File: config.mk
export PLATFORM = sky130hd
export DESIGN_NAME = arith_uitofp_arbiter
export DESIGN_NICKNAME = d
export VERILOG_FILES = /design/src/rtl/arith_uitofp_arbiter.sv
export SDC_FILE = /design/constraint.sdc
export NUM_CORES = 1
export LEC_CHECK = 0
export ABC_AREA = 1
export CORE_ASPECT_RATIO = 0.6
export CORE_MARGIN = 2
export CORE_UTILIZATION = 40
export CTS_CLUSTER_SIZE = 16
export DETAILED_ROUTE_END_ITERATION = 10
export PLACE_DENSITY = 0.67
export RECOVER_POWER = 50
export SYNTH_ARGS = -nofsm -noshare
export SYNTH_HDL_FRONTEND = slang
export SYNTH_SLANG_ARGS = --single-unit
File: constraint.sdc
create_clock -name clk -period 7.2 [get_ports clk]
set_clock_uncertainty 0.05 [all_clocks]
set_input_delay 1.44 -clock clk [delete_from_list [all_inputs] [get_ports clk]]
set_output_delay 1.44 -clock clk [all_outputs]
set_load 0.005 [all_outputs]
File: src/rtl/arith_uitofp_arbiter.sv
// Round-robin arbiter sharing one unsigned-int to IEEE-754 float converter
// among NUM_REQ requesters, followed by a LATENCY-deep stall-able pipeline
// and a single tagged response port.
//
// Ports:
//   clk, rst_n   clock, asynchronous active-low reset
//   req_valid    per-requester operand valid
//   req_data     packed operands, requester i at [i*IN_WIDTH +: IN_WIDTH]
//   req_ready    per-requester accept (one-hot or zero, combinational)
//   resp_valid   result valid
//   resp_data    converted float bits
//   resp_id      index of the requester that produced resp_data
//   resp_ready   consumer accept
//   busy         any pipeline stage holds a valid entry

// Combinational unsigned integer to float conversion, round-to-nearest-even.
module arith_uitofp #(
    parameter int unsigned IN_WIDTH  = 32,
    parameter int unsigned OUT_WIDTH = 32
) (
    input  logic [IN_WIDTH-1:0]  operand,
    output logic [OUT_WIDTH-1:0] result_c
);
    localparam int unsigned MW   = (OUT_WIDTH == 64) ? 52 : 23;
    localparam int unsigned EW   = OUT_WIDTH - MW - 1;
    localparam int unsigned BIAS = (1 << (EW - 1)) - 1;
    // Operand widened with mantissa + guard + one spare bit of zeros so the
    // slices below stay legal whether IN_WIDTH is above or below MW.
    localparam int unsigned XW   = IN_WIDTH + MW + 2;

    int unsigned   msb;
    logic [XW-1:0] ext;
    logic [MW-1:0] mant;
    logic [EW-1:0] expo;
    logic          guard;
    logic          sticky;
    logic          rnd;

    always_comb begin
        msb = 0;
        for (int unsigned b = 0; b < IN_WIDTH; b++) begin
            if (operand[b]) msb = b;
        end
        // Normalise so the leading one lands in the top bit of ext.
        ext    = {operand, {(MW + 2){1'b0}}} << (IN_WIDTH - 1 - msb);
        mant   = ext[XW-2 -: MW];
        guard  = ext[XW-2-MW];
        sticky = |ext[XW-3-MW:0];
        rnd    = guard & (sticky | mant[0]);
        expo   = EW'(msb + BIAS);
        // Mantissa carry-out from rounding ripples into the exponent.
        result_c = ext[XW-1] ? ({1'b0, expo, mant} + OUT_WIDTH'(rnd)) : '0;
    end
endmodule

module arith_uitofp_arbiter #(
    parameter int unsigned NUM_REQ   = 4,
    parameter int unsigned IN_WIDTH  = 32,
    parameter int unsigned OUT_WIDTH = 32,
    parameter int unsigned LATENCY   = 2,
    localparam int unsigned ID_W     = (NUM_REQ > 1) ? $clog2(NUM_REQ) : 1
) (
    input  logic                          clk,
    input  logic                          rst_n,
    input  logic [NUM_REQ-1:0]            req_valid,
    input  logic [NUM_REQ*IN_WIDTH-1:0]   req_data,
    output logic [NUM_REQ-1:0]            req_ready,
    output logic                          resp_valid,
    output logic [OUT_WIDTH-1:0]          resp_data,
    output logic [ID_W-1:0]               resp_id,
    input  logic                          resp_ready,
    output logic                          busy
);
    // Elaboration-time parameter checks.
    if (OUT_WIDTH != 32 && OUT_WIDTH != 64) begin : g_bad_out_width
        $fatal(1, "arith_uitofp_arbiter: OUT_WIDTH must be 32 or 64");
    end
    if (NUM_REQ < 1) begin : g_bad_num_req
        $fatal(1, "arith_uitofp_arbiter: NUM_REQ must be >= 1");
    end
    if (LATENCY < 1) begin : g_bad_latency
        $fatal(1, "arith_uitofp_arbiter: LATENCY must be >= 1");
    end

    logic [ID_W-1:0]      ptr;
    logic [ID_W-1:0]      cand;
    logic [ID_W-1:0]      gidx;
    logic                 gany;
    logic                 adv;
    logic                 xfer;
    logic [IN_WIDTH-1:0]  sel_data;
    logic [OUT_WIDTH-1:0] conv;

    logic [LATENCY-1:0]   vld;
    logic [OUT_WIDTH-1:0] dat [LATENCY];
    logic [ID_W-1:0]      tag [LATENCY];

    // Whole pipeline moves unless the output holds an unaccepted result.
    assign adv  = !(vld[LATENCY-1] && !resp_ready);
    assign xfer = gany && adv;

    // First valid requester at or above the pointer, wrapping around.
    always_comb begin
        gany = 1'b0;
        gidx = '0;
        cand = '0;
        for (int unsigned k = 0; k < NUM_REQ; k++) begin
            cand = ID_W'((32'(ptr) + k) % NUM_REQ);
            if (!gany && req_valid[cand]) begin
                gany = 1'b1;
                gidx = cand;
            end
        end
    end

    // Operand mux for the granted requester.
    always_comb begin
        sel_data = '0;
        for (int unsigned k = 0; k < NUM_REQ; k++) begin
            if (gidx == ID_W'(k)) sel_data = req_data[k*IN_WIDTH +: IN_WIDTH];
        end
    end

    // Ready is forced low while reset is asserted.
    assign req_ready = (xfer && rst_n) ? (NUM_REQ'(1) << gidx) : '0;

    arith_uitofp #(
        .IN_WIDTH  (IN_WIDTH),
        .OUT_WIDTH (OUT_WIDTH)
    ) u_conv (
        .operand  (sel_data),
        .result_c (conv)
    );

    // Result pipeline and round-robin pointer.
    always_ff @(posedge clk or negedge rst_n) begin
        if (!rst_n) begin
            vld <= '0;
            ptr <= '0;
            for (int i = 0; i < LATENCY; i++) begin
                dat[i] <= '0;
                tag[i] <= '0;
            end
        end else if (adv) begin
            vld[0] <= xfer;
            if (xfer) begin
                dat[0] <= conv;
                tag[0] <= gidx;
                ptr    <= (32'(gidx) + 1 == NUM_REQ) ? '0 : ID_W'(32'(gidx) + 1);
            end
            for (int i = 1; i < LATENCY; i++) begin
                vld[i] <= vld[i-1];
                dat[i] <= dat[i-1];
                tag[i] <= tag[i-1];
            end
        end
    end

    assign resp_valid = vld[LATENCY-1];
    assign resp_data  = dat[LATENCY-1];
    assign resp_id    = tag[LATENCY-1];
    assign busy       = |vld;
endmodule

==> summary.md <==
| Metric | Value |
|---|---|
| Critical-path maximum fanout | `12` |
| WL final | `26890 um` |
| Post-Syn Area | `0.007654 mm2` |
| DRC violations left | `0` |
| Post-DR wirelength/cell | `15.43 um` |
| Fin cells | `1743` |
| Cell count after synthesis | `1244` |
| DR vias | `9119` |
| Die area | `0.02029 mm2` |
| Peak per-stage delay on the critical path | `0.25 ns` |
| Sequential-to-total area share from yosys stat | `23.54%` |
| CTS H-tree lvls | `3` |
| Critical path required time | `7.37 ns` |
| Crit start category | `primary input` |
| Net Count, Synth | `1385` |
| Slew Limit Fails | `41` |
| Port Buffers | `174` |
| Initial Util | `40.53%` |
| Drt via density | `5.232` |
| Clock transition at path regs | `0.05 ns` |
| Layout cells sized above 1 | `21.98%` |
| MaxCap Viol Count | `1` |
| Most common cell on crit path | `nand2_1` |
| Syn avg cell area | `6.152 um2` |
| Inst Count DP | `1710` |
| Post-synthesis compound-gate area fraction | `12.11%` |
| Clock Sink Count | `72` |
| Die W | `182.6 um` |
| Max Root-Sink Buffers | `2` |
| Antenna Cells | `0` |
| Final GP Congestion | `0.9614` |
| First-pass GRT wire length | `43850 um` |
| Total gr overflow | `0` |
| Clk_lat worst skew | `0.34 ns` |
| Most frequent cells in the layout | `385 x nand2_1, 227 x nand3_1, 154 x clkdlybuf4s50_1, 146 x buf_4, 83 x inv_1` |
| Area Growth Syn to Fin | `46.40%` |
| Initial antenna violation count | `0` |
| Die H | `111.1 um` |
| Top Ports | `175` |
| Yosys top cell area share | `23.54%` |
| Failing checks | `max-capacitance violations, max-slew violations` |
| Crit. End Element | `register` |
| Hold Path Class | `reg -> reg` |
| Xor and xnor area share after synthesis | `0.6866%` |
| Largest net degree at the start of global routing | `74` |
| Crit path kind | `in -> reg` |
| Initial DRC Count | `819` |
| Netlist cell types | `46` |
| Worst slew pin tran | `2.019 ns` |
| Synth Register Bits | `72` |
| Leading cell type in the layout, fill and taps excluded | `nand2_1` |
| Final net count | `1633` |
| RSZ-0062 raised after global routing | `no` |
| Post-Synth Simple-Gate Area | `45.20%` |
| Largest family of logic cells by synthesized area | `simple AND/OR/NAND/NOR gates` |
| Setup violators final | `0` |
| Ys Warns | `0` |
| Router iterations before antenna repair | `6` |
| Period utilisation layout | `92.02%` |
| Hold_buf cts | `0` |
| CP arrival | `6.80 ns` |
| Vias in the first global route | `8688` |
| Antenna Violating Nets Remaining | `0` |
| CTS buffer count | `9` |
| Synth area leaders | `dfrtp_1 24%, nand2_1 20%, nand3_1 17%` |
| Outcome | `finished with violations` |
| Final Hold Fails | `0` |
| Worst slew margin | `-34.58%` |
| Max frequency | `0.1509 GHz` |
| CTS tree | `built` |
| Gr usage total | `26.67%` |
| Synth area leader | `dfrtp_1` |
| Placed wire-length estimate | `21020 um` |
| Core area | `0.01888 mm2` |
| Root Driver | `clkbuf_16` |
| Critical Path Slowest Stage Cell | `or2_4` |
| Synth Area in Adders | `0.9809%` |
| Rows | `39` |
| Minimum clock period | `6.626 ns` |
| Post-synthesis mux area share | `4.806%` |
cells by family after synthesis:
family                   count (synthesis)
AO/OA/AOI/OAI                          142
XOR/XNOR                                 6
adder cells (fa/ha/maj)                  6
buffers and inverters                  197
flip-flops                              72
multiplexers                            33
AND/OR/NAND/NOR                        788
Yosys cell counts (all sizes together):
cell type	instances
o22ai	1
mux2	30
xnor2	2
xor2	4
o31a	1
mux2i	3
buf	77
clkinv	1
a21boi	2
a22oi	2
a41oi	1
nor2	109
nand4	6
nand2	410
a221oi	2
o21bai	1
o21ai	34
o31ai	3
inv	94
ha	6
nand3b	1
clkbuf	25
dfrtp	72
nand3	258
a22o	25
a21oi	45
o21a	24
or2	4
o221ai	1
what timing repair did:
| item | CTS | global route |
|---|---|---|
| setup endpoints to repair | 0 | 30 |
| setup buffers | 0 | 12 |
| gates resized for setup | 0 | 104 |
worst paths after layout:
| check | start | endpoint | slack [ns] | depth (start not counted) |
|---|---|---|---|---|
| worst max-delay path | req_valid[0] | dat[56] | 0.57 | 57 |
| max in group asynchronous | rst_n | resp_data[26] | 5.31 | 1 |
| worst max register to register | ptr[0] | dat[56] | 1.15 | 57 |
| worst min register to register | vld[0] | vld[1] | 0.42 | 2 |
| worst min-delay path | vld[0] | vld[1] | 0.42 | 2 |
| min in group asynchronous | rst_n | tag[2] | 1.16 | 1 |
flip-flops by register name, indices dropped and copies added, names as in the netlist:
| signal | count |
|---|---|
| resp_id | 2 |
| resp_data | 32 |
| ptr | 2 |
| tag | 2 |
| vld | 2 |
| dat | 32 |
cell type report:
cell class / count / area, um2
well taps: 246 / 307.8
multi-input cells: 977 / 5271
clock buffers: 14 / 264.0
inverters: 95 / 361.6
flip-flops and latches: 72 / 1802
fillers: 1848 / 7680
clock inverters: 2 / 37.54
repair buffers: 337 / 3161
metal layers:
layer | vias up | global-route usage, % | routed length [um]
met5 | - | 0 | 0
met4 | 0 | 4.194 | 214
met3 | 19 | 5.059 | 2084
met2 | 318 | 38.61 | 10810
met1 | 4211 | 41.21 | 13780
li1 | 4571 | - | -
through the flow:
step	util, %	setup WS [ns]	setup TNS, ns	hold WS (ns)	cell area [um2]
after floorplan	-	1.147	0	0.3814	7654
after global placement	54.75	-0.1235	-0.7697	0.3988	10340
after detailed placement	54.75	-0.1811	-1.531	0.4081	10340
after CTS	56.35	0.1699	0	0.4214	10640
after global routing	59.33	0.01631	0	0.4467	11200
final	59.33	0.5745	0	0.4169	11200
critical path: cells and delay by family:
family | cells | cell delay [ns]
AND/OR/NAND/NOR | 47 | 3.90
buffers and inverters | 6 | 0.86
adder cells (fa/ha/maj) | 1 | 0.19
AO/OA/AOI/OAI | 3 | 0.38
Power is left out: the tool's default activity adds up to more than one toggle a clock period on the data nets, which glitch-free logic cannot reach.
